===== src/rtl/apb_cfg_responder.sv =====
// rtl/apb_cfg_responder.sv - APB3 completer for accelerator config/status registers and start/done handshake.
// Optional build macro APB_PSLVERR_EN: error response for unmapped addresses and STDN writes during a run.
module apb_cfg_responder #(
  parameter int REG_ADDRWIDTH = 8,
  parameter int REG_DATAWIDTH = 32,
  parameter int WAIT_CYCLES   = 0
) (
  input  logic                     clk,
  input  logic                     resetn,
  input  logic [REG_ADDRWIDTH-1:0] PADDR,
  input  logic                     PWRITE,
  input  logic                     PSEL,
  input  logic                     PENABLE,
  input  logic [REG_DATAWIDTH-1:0] PWDATA,
  output logic [REG_DATAWIDTH-1:0] PRDATA,
  output logic                     PREADY,
  output logic                     PSLVERR,
  output logic                     enable_matmul,
  output logic                     enable_norm,
  output logic                     enable_activation,
  output logic                     enable_pool,
  output logic [7:0]               mean,
  output logic [7:0]               inv_var,
  output logic                     start_tpu,
  input  logic                     done_tpu
);

  typedef enum logic [1:0] {IDLE, SETUP, ACCESS} state_t;

  localparam logic [3:0] WAIT_LIM = 4'(WAIT_CYCLES);
  localparam logic [REG_ADDRWIDTH-1:0] ADDR_ENABLES = REG_ADDRWIDTH'(8'h00);
  localparam logic [REG_ADDRWIDTH-1:0] ADDR_STDN    = REG_ADDRWIDTH'(8'h04);
  localparam logic [REG_ADDRWIDTH-1:0] ADDR_MEAN    = REG_ADDRWIDTH'(8'h08);
  localparam logic [REG_ADDRWIDTH-1:0] ADDR_INV_VAR = REG_ADDRWIDTH'(8'h0C);

  state_t state, state_nxt;
  logic [3:0] wait_cnt;
  logic [3:0] enables;
  logic [7:0] mean_q, inv_var_q;
  logic       start_q, done_q;

  logic sel_en, sel_stdn, sel_mean, sel_inv;
  logic xfer_err, wr_commit, rd_load;
  logic [REG_DATAWIDTH-1:0] rdata_mux;
  logic unused_pwdata;

  assign sel_en   = (PADDR == ADDR_ENABLES);
  assign sel_stdn = (PADDR == ADDR_STDN);
  assign sel_mean = (PADDR == ADDR_MEAN);
  assign sel_inv  = (PADDR == ADDR_INV_VAR);

`ifdef APB_PSLVERR_EN
  logic mapped;
  assign mapped   = sel_en | sel_stdn | sel_mean | sel_inv;
  // A run in flight owns STDN; the host must wait for done before rewriting it.
  assign xfer_err = ~mapped | (PWRITE & sel_stdn & start_q & ~done_q);
`else
  assign xfer_err = 1'b0;
`endif

  assign PREADY    = PSEL & PENABLE & (wait_cnt == WAIT_LIM);
  assign PSLVERR   = PREADY & xfer_err;
  assign wr_commit = PREADY & PWRITE & ~xfer_err;
  // Reads sample in the setup phase and refresh through wait states, then hold.
  assign rd_load   = PSEL & ~PWRITE & (~PENABLE | ((state != IDLE) & ~PREADY));

  assign unused_pwdata = ^PWDATA[REG_DATAWIDTH-1:8];

  always_comb begin
    rdata_mux = '0;
    if (sel_en)   rdata_mux[3:0] = enables;
    if (sel_stdn) begin
      rdata_mux[0]  = start_q;
      rdata_mux[31] = done_q;
    end
    if (sel_mean) rdata_mux[7:0] = mean_q;
    if (sel_inv)  rdata_mux[7:0] = inv_var_q;
  end

  always_comb begin
    state_nxt = state;
    if (!PSEL) begin
      state_nxt = IDLE;
    end else if (!PENABLE) begin
      state_nxt = SETUP;
    end else begin
      case (state)
        SETUP:   state_nxt = ACCESS;
        ACCESS:  state_nxt = ACCESS;
        default: state_nxt = IDLE;
      endcase
    end
  end

  always_ff @(posedge clk or negedge resetn) begin
    if (!resetn) begin
      state    <= IDLE;
      wait_cnt <= 4'd0;
    end else begin
      state <= state_nxt;
      if (!PSEL || !PENABLE) begin
        wait_cnt <= 4'd0;
      end else if ((state != IDLE) && (wait_cnt < WAIT_LIM)) begin
        wait_cnt <= wait_cnt + 4'd1;
      end
    end
  end

  always_ff @(posedge clk or negedge resetn) begin
    if (!resetn) begin
      PRDATA <= '0;
    end else if (rd_load) begin
      PRDATA <= rdata_mux;
    end
  end

  always_ff @(posedge clk or negedge resetn) begin
    if (!resetn) begin
      enables   <= 4'd0;
      mean_q    <= 8'd0;
      inv_var_q <= 8'd0;
      start_q   <= 1'b0;
      done_q    <= 1'b0;
    end else begin
      if (wr_commit && sel_en)   enables   <= PWDATA[3:0];
      if (wr_commit && sel_mean) mean_q    <= PWDATA[7:0];
      if (wr_commit && sel_inv)  inv_var_q <= PWDATA[7:0];
      // A host start write overrides a coincident completion pulse.
      if (wr_commit && sel_stdn) begin
        start_q <= PWDATA[0];
        if (PWDATA[0]) done_q <= 1'b0;
      end else if (start_q && done_tpu) begin
        start_q <= 1'b0;
        done_q  <= 1'b1;
      end
    end
  end

  assign enable_matmul     = enables[0];
  assign enable_norm       = enables[1];
  assign enable_activation = enables[2];
  assign enable_pool       = enables[3];
  assign mean              = mean_q;
  assign inv_var           = inv_var_q;
  assign start_tpu         = start_q;

endmodule


===== config.mk =====
export PLATFORM = sky130hd
export DESIGN_NAME = apb_cfg_responder
export DESIGN_NICKNAME = d
export VERILOG_FILES = /design/src/rtl/apb_cfg_responder.sv
export SDC_FILE = /design/constraint.sdc
export NUM_CORES = 1
export LEC_CHECK = 0
export ABC_CLOCK_PERIOD_IN_PS = 1040
export CAP_MARGIN = 20
export CORE_ASPECT_RATIO = 2
export CORE_MARGIN = 3
export CORE_UTILIZATION = 34
export CTS_BUF_LIST = sky130_fd_sc_hd__clkbuf_8
export CTS_CLUSTER_DIAMETER = 60
export DETAILED_ROUTE_END_ITERATION = 10
export GPL_TIMING_DRIVEN = 0
export PLACE_DENSITY = 0.88
export SYNTH_ARGS = -nofsm -noshare
export SYNTH_HDL_FRONTEND = slang
export SYNTH_SLANG_ARGS = --single-unit

===== constraint.sdc =====
create_clock -name clk -period 1.04 [get_ports clk]
set_input_delay 0.156 -clock clk [delete_from_list [all_inputs] [get_ports clk]]
set_output_delay 0.156 -clock clk [all_outputs]
set_load 0.02 [all_outputs]

==> results by group <==
Placement
  – Placed cell area: around 2400 um2
  – Post-DP HPWL: approximately 3000 um
  – GPL Wtd Cong: approximately 0.78
  – Port bufs: 51
  – DP Cell Count: 264

GRT
  – Pin count of the biggest net entering global routing: 18
  – First-pass GRT wire length: ~6000 um
  – Total track usage: roughly 15%
  – Total global routing overflow: 0
  – Vias in the first global route: about 1.3k
  – Antenna violations before repair: 0

Yosys
  – Seq cells post-synth: 31
  – Post-Synth Adder-Cell Area: 0%
  – Post-synthesis mux area share: between 20% and 30%
  – Post-synth top area cell: dfrtp_1
  – Syn_area_per_cell: between 10 and 15 um2
  – Yosys Warn Count: 0
  – Synth area leaders: dfrtp_1 48%, buf_4 11%, mux2_2 11%
  – Cell Area, Synth: 1610 um2
  – Cells after synthesis: roughly 140
  – Compound-Gate Fraction of Synth Area: ~5.7%
  – Yosys cell types: 30
  – Synth top area share: 48.1%
  – XOR/XNOR Fraction of Synth Area: 0%
  – Largest family of logic cells by synthesized area: multiplexers
  – Simple-gate portion of the synthesized area: ~9.9%
  – Seq/Total Area, Yosys: roughly half

Power
  – Clock share of power: 36.2%
  – Combinational share of power: between 10% and 20%
  – P_leak: roughly 0.0013 uW
  – NetSw: 656 uW
  – VDD IR max: 0.815 mV
  – Internal power: around 2000 uW
  – Flop pwr share: a little under half
  – Power per cell area: about 1100 nW/um2
  – Switching Share: 25.2%

Cells and area
  – Share of layout cells above drive strength 1: a little over half
  – Diode count: 0
  – Post-route cell area: around 2500 um2
  – Non-Filler Instances: 280
  – Final core utilization: between 50% and 60%
  – Synthesis-to-layout area growth: 52.5%
  – Fillcell total: roughly 390
  – Nets: ~270

Timing
  – Worst setup margin: -0.548 ns
  – # setup viols final: 27
  – Worst-margin pin slew: just over 0.8 ns
  – Slew headroom: approximately 46%
  – Period minus WS final: 1.59 ns
  – Part of the cycle the worst path needs: 153%
  – Clk_skew: roughly 0.0076 ns
  – Hold slack final: between 0.2 and 0.3 ns
  – Final Hold Fails: 0
  – RSZ-0062 raised after global routing: true
  – Fmax: 630 MHz
  – Pins Over Slew Limit: 0
  – Setup TNS: -7.30 ns

Floorplanning
  – Chip width: approximately 55 um
  – Core ar.: around 4500 um2
  – Die Footprint: about 5700 um2
  – Row Count: 34
  – Initial Util: a little over a third
  – I/O pins: 101
  – Die height: a little over 100 um

Detailed routing
  – Drt first pass iters: 4
  – DR vias: 1271
  – WL per Instance: approximately 15 um
  – Drt first-iter violations: 17
  – # DRC: 0
  – Vias per cell: around 4.5
  – Post-route ant nets: 0
  – Post-Route WL: about 4100 um

Setup path
  – Required time worst endpoint: around 1.2 ns
  – Top delay family on crit path: simple AND/OR/NAND/NOR gates
  – Critical Path End Type: flip-flop
  – Most frequent CP cell: or4_4
  – Flop2flop setup slack: -0.10 ns
  – Slowest stage delay, CP: 0.53 ns
  – Worst path slowest cell: or4_4
  – CP Launch Type: input port
  – Worst-path fanout max: 8
  – Crit path buffers/inverters: 2
  – Worst-path cell chain: buf_8, or4_4, or4_4, buf_12, mux2_4
  – Crit path kind: in2reg
  – Crit path DAT: 1.75 ns

Clock tree
  – CTS max path bufs: 2
  – TritonCTS clock tree: built
  – Clk pin slew, worst setup/hold paths: about 0.06 ns
  – Clk_lat worst skew: between 0.2 and 0.3 ns
  – Clock sink count: 31
  – Htree depth: 2
  – Root buffer cell: clkbuf_8
  – Total CTS buffers: 5

Hold path
  – Min-delay worst type: in2reg

Run
  – MaxCap Viol Count: 0

Outcome
  – Status: complete, but fails checks
  – Failing checks: setup timing
## state kept, by name, summed over array words and instances (netlist names)
| register | flops |
|---|---|
| done_q | 1 |
| mean | 8 |
| enables | 4 |
| inv_var | 8 |
| PRDATA | 9 |
| start_tpu | 1 |
## area by class of cell
class / instances / area, um2 / area share (%)
Multi-Input combinational cell: 95 / 817 / 33.2
Clock inverter: 1 / 5.00 / 0.203
Clock buffer: 6 / 82.6 / 3.36
Sequential cell: 31 / 776 / 31.5
Tap cell: 54 / 67.6 / 2.75
Inverter: 3 / 11.3 / 0.458
Buffer: 28 / 233 / 9.46
Timing Repair Buffer: 62 / 468 / 19.0
## cells in the final DEF, fill, tap and decap left out, types with 2 or more instances in the layout
| cell | n |
|---|---|
| buf_6 | 3 |
| inv_1 | 3 |
| clkdlybuf4s15_1 | 3 |
| buf_4 | 32 |
| nor2_1 | 2 |
| mux2_4 | 13 |
| mux2_2 | 11 |
| dlygate4sd2_1 | 3 |
| o31ai_1 | 3 |
| clkbuf_8 | 8 |
| or4_4 | 2 |
| mux2i_1 | 4 |
| clkbuf_2 | 2 |
| clkdlybuf4s50_1 | 10 |
| o21ai_2 | 3 |
| buf_8 | 2 |
| dfrtp_1 | 31 |
| buf_2 | 31 |
| nand2_1 | 11 |
| conb_1 | 24 |
| nor4_4 | 2 |
| a22oi_1 | 3 |
## synth_stat cells, drive strengths merged
library cell and instances:
nor2 2, nor2b 1, nand3 1, mux2 24, o21ai 4, inv 3, and2 1, or4 2
a22oi 3, o31ai 4, a21oi 1, mux4 1, or3b 1, buf 25, o22ai 1, or2 1
clkbuf 4, nor3b 1, or3 1, and4 1, and4b 1, conb 1, o41ai 1, nor4 2
mux2i 4, nand4 1, nand2 12, dfrtp 31
## kinds of logic after synthesis
logic type / count (synthesis)
muxes: 29
and+or+nand+nor: 28
AOI/OAI and AO/OA: 14
buffers and inverters: 32
other: 1
DFF: 31
## repair_timing
| action | in CTS | in global routing |
|---|---|---|
| buffers inserted | 5 | 5 |
| endpoints found under the setup margin | 62 | 32 |
| pin swaps | 10 | 12 |
| gates resized for setup | 161 | 16 |
| hold buffers | 0 | 0 |
## final timing paths
check,end,start,cells after the start
worst max-delay path,inv_var[4]$_DFFE_PN0P_,PADDR[4],5
worst max register to register,PRDATA[0]$_DFFE_PN0P_,enables[0]$_DFFE_PN0P_,3
worst min register to register,PRDATA[5]$_DFFE_PN0P_,PRDATA[5]$_DFFE_PN0P_,2
max in group asynchronous,inv_var[5]$_DFFE_PN0P_,resetn,2
worst min-delay path,PRDATA[31]$_DFFE_PN0P_,PADDR[3],2
min in group asynchronous,mean[1]$_DFFE_PN0P_,resetn,1
## metrics by stage
| stage | total power [uW] | setup slack (ns) |
|---|---|---|
| finish | 2600 | -0.548 |
| floorplan | 1480 | -0.694 |
| global placement | 1640 | -1.22 |
| global route | 2710 | -0.555 |
| CTS | 2590 | -0.561 |
| detailed placement | 1660 | -1.23 |
## power groups by stage
stage / combinational (uW) / clock [uW] / sequential (uW)
floorplan: 222 / 0 / 1260
global placement: 395 / 0 / 1250
detailed placement: 414 / 0 / 1250
CTS: 406 / 961 / 1230
global route: 466 / 1020 / 1230
finish: 432 / 942 / 1230
## routing by layer
metal / wire length [um] / global-route usage (%) / up-vias
met5: 0 / 0 / -
met4: 165 / 10.2 / 0
met3: 250 / 2.58 / 11
met2: 2310 / 26.5 / 59
met1: 1390 / 15.3 / 593
li1: - / - / 608
No activity file was read; power rests on OpenSTA's default activity.
